==> src/rtl/alu_sequencer.sv <==
// Multi-cycle instruction sequencer: fetch (T0-T2), operand/ALU steps (T3-T6)
// and a one-cycle FAULT step for illegal opcodes or memory-read timeouts.
module alu_sequencer #(
    parameter int DATA_WIDTH  = 32,
    parameter int REG_COUNT   = 16,
    parameter int OPW         = 5,
    parameter int MUL_OP      = 15,
    parameter int DIV_OP      = 16,
    parameter int LAST_OP     = 12,
    parameter int MEM_TIMEOUT = 15
) (
    input  logic                  clock,
    input  logic                  clear,
    input  logic                  start,
    input  logic                  mem_ready,
    input  logic [DATA_WIDTH-1:0] ir,
    output logic                  pc_out,
    output logic                  inc_pc,
    output logic                  mar_in,
    output logic                  z_in,
    output logic                  zlo_out,
    output logic                  zhi_out,
    output logic                  pc_in,
    output logic                  read,
    output logic                  mdr_in,
    output logic                  mdr_out,
    output logic                  ir_in,
    output logic                  y_in,
    output logic                  hi_in,
    output logic                  lo_in,
    output logic [REG_COUNT-1:0]  reg_out,
    output logic [REG_COUNT-1:0]  reg_in,
    output logic [OPW-1:0]        opcode_out,
    output logic                  busy,
    output logic                  done,
    output logic                  illegal,
    output logic                  timeout
);

    localparam int RW = $clog2(REG_COUNT);
    localparam int CW = $clog2(MEM_TIMEOUT + 1);

    typedef enum logic [3:0] {
        IDLE, T0, T1, T2, T3, T4, T5, T6, FAULT
    } state_t;

    state_t         state_q, state_d;
    logic [CW-1:0]  wait_q, wait_d;
    logic [CW-1:0]  wait_inc;
    logic [OPW-1:0] op;
    logic [RW-1:0]  ra, rb, rc;
    logic           two_result;
    logic           legal_op;

    assign op = ir[DATA_WIDTH-1 -: OPW];
    assign ra = ir[DATA_WIDTH-OPW-1 -: RW];
    assign rb = ir[DATA_WIDTH-OPW-RW-1 -: RW];
    assign rc = ir[DATA_WIDTH-OPW-2*RW-1 -: RW];

    generate
        if (DATA_WIDTH > OPW + 3*RW) begin : g_unused
            logic unused_ir_bits;
            assign unused_ir_bits = ^ir[DATA_WIDTH-OPW-3*RW-1:0];
        end
    endgenerate

    assign two_result = (op == OPW'(MUL_OP)) || (op == OPW'(DIV_OP));
    assign legal_op   = (op <= OPW'(LAST_OP)) || two_result;
    assign wait_inc   = wait_q + CW'(1);

    function automatic logic [REG_COUNT-1:0] onehot(input logic [RW-1:0] idx);
        logic [REG_COUNT-1:0] v;
        v      = '0;
        v[idx] = 1'b1;
        return v;
    endfunction

    always_comb begin
        state_d = state_q;
        wait_d  = wait_q;
        case (state_q)
            IDLE:  if (start) state_d = T0;
            T0:    state_d = T1;
            T1: begin
                if (mem_ready) begin
                    state_d = T2;
                end else begin
                    wait_d = wait_inc;
                    if (wait_inc == CW'(MEM_TIMEOUT)) state_d = FAULT;
                end
            end
            T2:    state_d = legal_op ? T3 : FAULT;
            T3:    state_d = T4;
            T4:    state_d = T5;
            T5:    state_d = two_result ? T6 : (start ? T0 : IDLE);
            T6:    state_d = start ? T0 : IDLE;
            FAULT: state_d = IDLE;
            default: state_d = IDLE;
        endcase
        if (state_d == T0) wait_d = '0;
    end

    // Outputs are registered from the state being entered so they only move on an edge or clear.
    always_ff @(posedge clock or negedge clear) begin
        if (!clear) begin
            state_q    <= IDLE;
            wait_q     <= '0;
            pc_out     <= 1'b0;
            inc_pc     <= 1'b0;
            mar_in     <= 1'b0;
            z_in       <= 1'b0;
            zlo_out    <= 1'b0;
            zhi_out    <= 1'b0;
            pc_in      <= 1'b0;
            read       <= 1'b0;
            mdr_in     <= 1'b0;
            mdr_out    <= 1'b0;
            ir_in      <= 1'b0;
            y_in       <= 1'b0;
            hi_in      <= 1'b0;
            lo_in      <= 1'b0;
            reg_out    <= '0;
            reg_in     <= '0;
            opcode_out <= '0;
            busy       <= 1'b0;
            done       <= 1'b0;
            illegal    <= 1'b0;
            timeout    <= 1'b0;
        end else begin
            state_q    <= state_d;
            wait_q     <= wait_d;
            pc_out     <= 1'b0;
            inc_pc     <= 1'b0;
            mar_in     <= 1'b0;
            z_in       <= 1'b0;
            zlo_out    <= 1'b0;
            zhi_out    <= 1'b0;
            pc_in      <= 1'b0;
            read       <= 1'b0;
            mdr_in     <= 1'b0;
            mdr_out    <= 1'b0;
            ir_in      <= 1'b0;
            y_in       <= 1'b0;
            hi_in      <= 1'b0;
            lo_in      <= 1'b0;
            reg_out    <= '0;
            reg_in     <= '0;
            opcode_out <= '0;
            busy       <= (state_d != IDLE);
            done       <= 1'b0;
            illegal    <= 1'b0;
            timeout    <= 1'b0;
            case (state_d)
                T0: begin
                    pc_out <= 1'b1;
                    inc_pc <= 1'b1;
                    mar_in <= 1'b1;
                    z_in   <= 1'b1;
                end
                T1: begin
                    zlo_out <= 1'b1;
                    pc_in   <= 1'b1;
                    read    <= 1'b1;
                    mdr_in  <= 1'b1;
                end
                T2: begin
                    mdr_out <= 1'b1;
                    ir_in   <= 1'b1;
                end
                T3: begin
                    reg_out <= onehot(rb);
                    y_in    <= 1'b1;
                end
                T4: begin
                    reg_out    <= onehot(rc);
                    opcode_out <= op;
                    z_in       <= 1'b1;
                end
                T5: begin
                    zlo_out <= 1'b1;
                    if (two_result) begin
                        lo_in <= 1'b1;
                    end else begin
                        reg_in <= onehot(ra);
                        done   <= 1'b1;
                    end
                end
                T6: begin
                    zhi_out <= 1'b1;
                    hi_in   <= 1'b1;
                    done    <= 1'b1;
                end
                FAULT: begin
                    done    <= 1'b1;
                    illegal <= (state_q == T2);
                    timeout <= (state_q == T1);
                end
                default: ;
            endcase
        end
    end

endmodule

==> config.mk <==
export PLATFORM = sky130hd
export DESIGN_NAME = alu_sequencer
export DESIGN_NICKNAME = d
export VERILOG_FILES = /design/src/rtl/alu_sequencer.sv
export SDC_FILE = /design/constraint.sdc
export NUM_CORES = 1
export LEC_CHECK = 0
export CORE_ASPECT_RATIO = 0.9
export CORE_MARGIN = 2
export CORE_UTILIZATION = 47
export DETAILED_ROUTE_END_ITERATION = 10
export GPL_TIMING_DRIVEN = 0
export PLACE_DENSITY = 0.84
export SLEW_MARGIN = 20
export SYNTH_ARGS = -nofsm -noshare
export SYNTH_HDL_FRONTEND = slang
export SYNTH_SLANG_ARGS = --single-unit
export TNS_END_PERCENT = 1
==> constraint.sdc <==
create_clock -name clock -period 3.68 [get_ports clock]
set_input_delay 0.552 -clock clock [delete_from_list [all_inputs] [get_ports clock]]
set_output_delay 0.552 -clock clock [all_outputs]
set_load 0.01 [all_outputs]
Word-level counts from Yosys, hierarchy flattened:

Cells that the tools add are included.
W data, S select, Z words.

* reduce and logical (&&, ||, !) cells: 12
* add/sub/neg operators: 1
* mux-type cells: 33
* eq/ne operators: 19
* magnitude comparators: 7

Operators by type and width (number)
* $eq A4 B3 Y1 const B: 8
* $mux W16: 2
* $mux W4: 8
* $pmux W16 S2: 1
* $pmux W4 S8: 1
* $eq A4 B2 Y1 const B: 4
* $mux W1: 16
* $lt A4 B5 Y1 const B: 3
* $demux W1 S4: 3
* $ge A4 B1 Y1 const B: 3
* $eq A4 B1 Y1 const B: 2
* $eq A4 B4 Y1 const B: 2
* $reduce_or A2 Y1: 3
* $eq A5 B4 Y1 const B: 1
* $eq A5 B5 Y1 const B: 1
* $le A5 B4 Y1 const B: 1
* $mux W5: 1
* $add A4 B1 Y4 const B: 1
* $logic_not A4 Y1: 1
* $reduce_bool A4 Y1: 1
* $logic_and A1 B1 Y1: 3
* $logic_or A1 B1 Y1: 2
* $ne A2 B1 Y1 const B: 1
* $pmux W1 S2: 1
* 2 further kinds: 2

* bits of input ports: 36
* bits in registers: 57
* word-level logic and storage cells: 89

Logic depth before layout (Yosys ltp):

Gate-level depths: netlist of the first run.

* depth after elaboration: 8
* mapped depth: 7
* gate-level depth less buffers: 7

Least setup slack after synthesis of the first run:

Ideal clock, no wire load.

* path type: input to register
* start point: in ir[30]
* end point: reg done
* path slack: 1.840 ns
* path buffers: 0
* arrival time: 1.709 ns
* cell stages on the path: 5
* path through: or3_4 > a21oi_2 > nor2_1 > a21o_1 > or3_1

* word-level cells in the longest chain between the ends: 8

Ends and longest elaborated chain
* start, declared: line 16 `input logic [DATA_WIDTH-1:0] ir,`
* branches (longest 2 deep; another with $le A5 B4 Y1)
* $logic_or A1 B1 Y1 (*): line 68 `assign legal_op = (op <= OPW'(LAST_OP)) || two_result;`
* $mux W4 (*): line 92 `T2: state_d = legal_op ? T3 : FAULT;`
* $pmux W4 S8 (*): line 81 `case (state_q)`
* via state_d[3]: line 47 `state_t state_q, state_d;`
* $eq A4 B4 Y1 / $eq A4 B3 Y1 (equally long branches): line 153 `case (state_d)`
* $reduce_or A2 Y1 (no line)
* $pmux W1 S2 (*): line 153
* end signal, assigned: line 150 `done <= 1'b0;`
* end signal, assigned: line 185 `done <= 1'b1;`
* end signal, assigned: line 191 `done <= 1'b1;`
* end, declared: line 35 `output logic done,`

Mark *: on every way through the listed nets, which the timed path passes.
A chain may end at the register's enable or synchronous reset.

Worst setup path in the final report of the first run:

* start point: in ir[31]
* end point: reg busy

* word-level cells in the longest chain between the ends: 6

Ends and longest elaborated chain
* branches (longest 4 deep; another with $le A5 B4 Y1)
* $pmux W4 S8 (*): line 81
* $reduce_bool A4 Y1 (*): line 149 `busy <= (state_d != IDLE);`
* end signal, assigned: line 149
* end, declared: line 34 `output logic busy,`

Mark *: on every way between the ends.

==> metrics.yaml, run 1 <==
synth.most_common_cell: "dfrtp_1"
clock-sinks: 57
dr_total_vias: 1926
critPathSlowestCell: "clkdlybuf4s50_1"
utilization_pct: 71.3
criticalPathCategory: "in -> reg"
first_global_vias: 1819
crit_required_ns: 3.87
grt_overflow_total: 0
synthTopCellsByCount: "57 x dfrtp_1, 23 x nor2_1, 12 x nand2_1"
wl_um: 5290
post_cts_buffers: 0
finalSetupTns_ns: 0
p_seq_share_pct: 36.6
min_path_type: "in -> async"
grt_max_degree: 58
status: "finished clean"
yosysWarnings: 0
p_int_mw: 1.45
vias_per_cell: 5.22
finalCritPeriodShare_pct: 58.9
synthAdderAreaFrac_pct: 1.02
ys_seq_elements: 57
io_buffers: 75
relSlewSlack_pct: 55.8
antennaDiodeCount: 0
p_switching_mw: 0.604
syn_area_per_cell_um2: 11.5
p_per_area_mw_per_mm2: 584
finalWorstSetupSlack_ns: 1.51
p_total_mw: 2.05
boundaryPins: 91
design.core.area_mm2: 0.00492
worstMarginPinSlew_ns: 0.663
num-fill-cells: 366
synth_top_area_share_pct: 58.2
dpl.hpwl_um: 3870
worstSetupStartpointType: "input pin"
setup_viol: 0
syn_to_final_growth_pct: 43.2
wl_per_cell_um: 14.3
drc: 0
drtIter0Drc: 125
ys_types: 53
fmax_mhz: 462
drv_cap: 0
grt_pass1_wl_um: 8740
seq_area_frac_synth_pct: 58.2
rows: 24
h-tree-depth: 3
synth_edf_count: 0
ctsHoldBuffers: 0
end_kind: "register"
worstPathArrival_ns: 2.36
period_minus_slack_ns: 2.17
synth_compound_area_share_pct: 10.6
p_clk_share_pct: 32.0
crit_buf_inv: 1
swShare_pct: 29.5
synthesis.nets: 251
worst-path-max-fanout: 5
peakVddDrop_mv: 0.331
drive_above_1_share_pct: 15.5
die_y_um: 72.5
grt_usage_pct: 20.2
ys.flop_type: "dfrtp_1"
cts_buffers: 9
fin_nets: 337
synthMuxAreaShare_pct: 0
place.gp.congestion: 0.954
max_stage_delay_ns: 0.54
synth_top_area_cell: "dfrtp_1"
synth_area_leaders: "dfrtp_1 58%, nor2_1 3.5%, o22ai_1 2.8%"
p_leak_nw: 1.55
initial_core_util_pct: 49.8
cts_tree: "built"
place_ws_ns: 1.19
clock_skew_ns: 0.00800
cts_resized: 0
synth-simple-area-share_pct: 24.3
die_w_um: 80.1
synth_area_mm2: 0.00245
clk_latency_ns: 0.33
drv_slew: 0
crit_family: "simple AND/OR/NAND/NOR gates"
multiInputGateArea_um2: 917
synth_cells: 213
synth_top_family_by_area: "simple AND/OR/NAND/NOR gates"
async_flop_share_pct: 100
dr.pass1.iters: 4
cts-root-buf: "clkbuf_8"
final-seq-area_mm2: 0.00143
path_cells: "clkdlybuf4s50_1 > nand2b_1 > o22ai_1 > a311o_1 > or4b_1"
rsz0062_at_grt: "false"
dieArea_mm2: 0.00581
antenna_found_initial: 0
path_clk_slew_ns: 0.07
synth_xor_area_share_pct: 1.43
hold_viol_final: 0
clockBufferDepth: 2
pwr-share-comb_pct: 31.4
detail-route-antenna-nets: 0
## cells by family after synthesis
| group | Yosys count |
|---|---|
| xor gates and xnor gates | 4 |
| DFF | 57 |
| AOI/OAI and AO/OA | 35 |
| and+or+nand+nor | 98 |
| buffers and inverters | 17 |
| adders and majority gates | 2 |
## cell type report
type	count	area share [%]
sequential	57	40.6
multi-input combinational	139	26.1
timing repair buffer	75	21.3
clock buffer	11	4.31
buffer	10	2.35
tap	65	2.32
clock inverter	5	2.21
inverter	7	0.748
## per-layer routing
| metal | wire (µm) | vias up | GRT usage (%) |
|---|---|---|---|
| li1 | - | 925 | - |
| met1 | 2330 | 909 | 26.5 |
| met5 | 0 | - | 0 |
| met3 | 314 | 14 | 4.35 |
| met2 | 2500 | 78 | 31.1 |
| met4 | 152 | 0 | 11.9 |
## layout by cell type, fill, tap and decap left out, types with 2 or more instances in the layout
cell type,count
a21oi_1,3
nor2b_1,2
clkinv_2,2
nor4b_1,2
nand3_1,6
nand2_1,12
a2bb2oi_1,2
nand3b_1,3
or2_2,2
nand4_1,2
nor2_1,23
buf_4,8
dfrtp_1,57
and2_1,9
a31o_2,3
bufinv_16,2
clkbuf_8,12
o2111ai_1,2
xor2_1,2
o21ai_1,2
clkdlybuf4s50_1,74
xnor2_1,2
nor4_1,3
inv_1,7
o21ai_0,2
and3_2,3
o22ai_1,11
or3_1,3
nor3_1,8
nand2b_1,7
ha_1,2
## state kept, by name (all words and copies together), names as in the netlist
signal	flops
mar_in	1
lo_in	1
illegal	1
hi_in	1
mdr_in	1
wait_q	4
ir_in	1
state_q	4
timeout	1
busy	1
reg_out	16
y_in	1
opcode_out	5
zlo_out	1
reg_in	16
z_in	1
done	1
## final timing paths
check	from	endpoint	slack [ns]	depth (start not counted)
worst max-delay path	ir[31]	busy	1.51	5
worst min-delay path	clear	reg_out[12]	0.26	1
worst max register to register	wait_q[0]	busy	1.77	6
worst min register to register	wait_q[3]	wait_q[3]	0.59	2
max in group asynchronous	clear	done	2.98	1
min in group clock	wait_q[3]	wait_q[3]	0.59	2
## worst reg2reg max path: stages (launching register included)
cell	delay (ns)
dfrtp_1	0.44
inv_1	0.08
ha_1	0.16
nand4b_1	0.17
and2_1	0.21
a2bb2oi_1	0.25
or4b_1	0.47
## per-stage QoR
stage               instances  hold WS (ns)  instance area [µm²]
global route              369         0.316                 3510
CTS                       369         0.282                 3510
floorplan                 213         0.256                 2450
detailed placement        353         0.571                 3280
finish                    369         0.265                 3510
global placement          353         0.564                 3280
## power by group through the flow
stage          clock network, mW  registers [mW]  logic, mW
3_5_place_dp                   0           0.762      0.640
2_1_floorplan                  0           0.779      0.370
5_1_grt                    0.701           0.760      0.708
6_report                   0.656           0.751      0.644
3_3_place_gp                   0           0.759      0.625
4_1_cts                    0.668           0.751      0.645
Note: power is estimated with default switching activity, not from simulation.
==> inputs of run 2 (changes only) <==
Settings changed: CORE_UTILIZATION 47 to 40, PLACE_DENSITY 0.84 to 0.76.
Clock period 3.68 ns to 1.9 ns, I/O delays scaled along.
==> run 2 against run 1 <==
  * The flow now finishes with violations (negative hold slack)
  * Die area rose by 17%
  * Global-route usage shrank 3.1 points
  * First-iteration DRC count decreased by 64%
  * Combinational power is 97% higher
  * Critical path type is now reg -> reg
  * Largest power group unchanged
  * Highest routed layer unchanged
==> metrics.yaml, run 2 (same netlist as run 1, synthesis figures left out) <==
rr_worst_depth: 5  # -1
drv_slew: 0  # unchanged
ctsHoldBuffers: 0  # unchanged
syn_to_final_growth_pct: 44.5
antennaDiodeCount: 0  # unchanged
io_buffers: 75  # unchanged
initial_core_util_pct: 40.8  # -9.0 points
detail-route-antenna-nets: 0  # unchanged
worstSetupStartpointType: "register"
vias_per_cell: 5.05  # -3.2%
die_y_um: 78.3  # +7.9%
drv_cap: 0  # unchanged
criticalPathCategory: "reg -> reg"
rsz0062_at_grt: "true"
setup_viol: 0  # unchanged
p_per_area_mw_per_mm2: 1120  # +91%
peakVddDrop_mv: 0.617  # +87%
design.core.area_mm2: 0.00601  # +22%
grt_usage_pct: 17.1  # -3.1 points
dr.pass1.iters: 5  # +1
rows: 27  # +13%
critPathSlowestCell: "or4b_1"
worstMarginPinSlew_ns: 0.689  # +0.0266 ns
grt_overflow_total: 0  # unchanged
end_kind: "register"
utilization_pct: 58.9  # -12 points
fmax_mhz: 527
top_regs: "reg_in x16, reg_out x16, opcode_out x5"
crit_required_ns: 2.11  # -1.76 ns
wl_um: 5310  # +0.34%
layout_commonest_cell: "clkdlybuf4s50_1"
clockBufferDepth: 2  # unchanged
dpl.hpwl_um: 3950  # +2.1%
cts_tree: "built"
path_cells: "buf_6 > nor2b_4 > and2_4 > a311o_1 > or4b_1"
path_clk_slew_ns: 0.07  # about the same
worstPathArrival_ns: 2.10  # -0.26 ns
clk_latency_ns: 0.34  # about the same
design_area_mm2: 0.00354  # +0.93%
grt_max_degree: 58  # unchanged
place.gp.congestion: 0.829  # -13%
period_minus_slack_ns: 1.90
whs_ns: -0.0191  # -0.284 ns
cts-root-buf: "clkbuf_8"
relSlewSlack_pct: 54.1  # -1.8 points
hold_viol_final: 16  # +16
finalWorstSetupSlack_ns: 0.00181  # -1.51 ns
status: "complete, but fails checks"
drc: 0  # unchanged
r2r-start: "state_q[2]"
max_stage_delay_ns: 0.54  # about the same
p_total_mw: 3.96  # +93%
wl_per_cell_um: 14.1  # -2.0%
fin_nets: 339  # +0.59%
drive_above_1_share_pct: 17.3  # +1.9 points
p_leak_nw: 1.56  # +0.39%
violations: "negative hold slack"
place_area_mm2: 0.00329  # +0.27%
cts_buffers: 9  # unchanged
boundaryPins: 91  # unchanged
mostFrequentLayoutCells: "74 x clkdlybuf4s50_1, 57 x dfrtp_1, 23 x nor2_1"
first_global_vias: 1844  # +1.4%
h-tree-depth: 3  # unchanged
dieArea_mm2: 0.00677  # +17%
place_ws_ns: -0.328  # -1.52 ns
reg2reg_to: "busy"
min_path_type: "in -> async"
antenna_found_initial: 0  # unchanged
clock_skew_ns: 0.00699  # -0.00101 ns
die_w_um: 86.5  # +8.0%
dr_total_vias: 1910  # -0.83%
worst-path-max-fanout: 10  # +5
finalCritPeriodShare_pct: 99.9
clock-sinks: 57  # unchanged
drtIter0Drc: 45  # -64%
r2r_setup_slack_ns: 0.002  # -1.77 ns
grt_pass1_wl_um: 8730  # about the same
[run 2: cell count changes in the layout (fill, tap and decap cells not counted), sizes merged]
cell      delta
clkinvlp     +1
inv          +1
buf          +2
clkbuf       -2
[run 2: timing repair]
action,4_1_cts,5_1_grt
setup endpoints to repair,0,12
gates resized for setup,0,4
endpoints found under the hold margin,0,0
buffers inserted,0,2
[run 2: cell type report]
cell class	count	area, µm²
Clock inverter	7	93.8
Tap cell	72	90.1
Sequential cell	57	1430
Clock buffer	9	124
Inverter	7	26.3
Buffer	10	82.6
Multi-Input combinational cell	139	937
Fill cell	521	2470
Timing Repair Buffer	77	763
[run 2: power by group]
part / switching, mW / total [mW] / leakage (nW) / internal [mW]
combinational: 0.609 / 1.27 / 0.669 / 0.662
sequential: 0.0950 / 1.46 / 0.781 / 1.36
clock: 0.491 / 1.23 / 0.106 / 0.736
[run 2: worst max-delay path: cells and delay by family (launching register included)]
kind	cells	cell delay, ns
AO/OA/AOI/OAI	1	0.38
buffers and inverters	1	0.15
flip-flops	1	0.41
AND/OR/NAND/NOR	3	0.83
[run 2: worst max path at each step]
stage | from | to | cells after the start
2_1_floorplan | state_q[2] | busy | 5
3_3_place_gp | clear | reg_out[12] | 1
3_5_place_dp | ir[31] | busy | 5
4_1_cts | wait_q[0] | busy | 6
5_1_grt | state_q[2] | busy | 5
6_report | state_q[2] | busy | 5
[run 2: routing by layer]
layer	up-vias	routed length, µm	track usage (%)
li1	927	-	-
met1	915	2210	20.5
met2	61	2690	27.6
met3	7	330	6.62
met4	0	81	6.88
met5	-	0	0
[run 2: metrics by stage]
| step | setup TNS, ns | cells |
|---|---|---|
| 2_1_floorplan | 0 | 213 |
| 3_3_place_gp | -69.59 | 360 |
| 3_5_place_dp | -6.49 | 360 |
| 4_1_cts | 0 | 376 |
| 5_1_grt | -0.163 | 378 |
| 6_report | 0 | 378 |
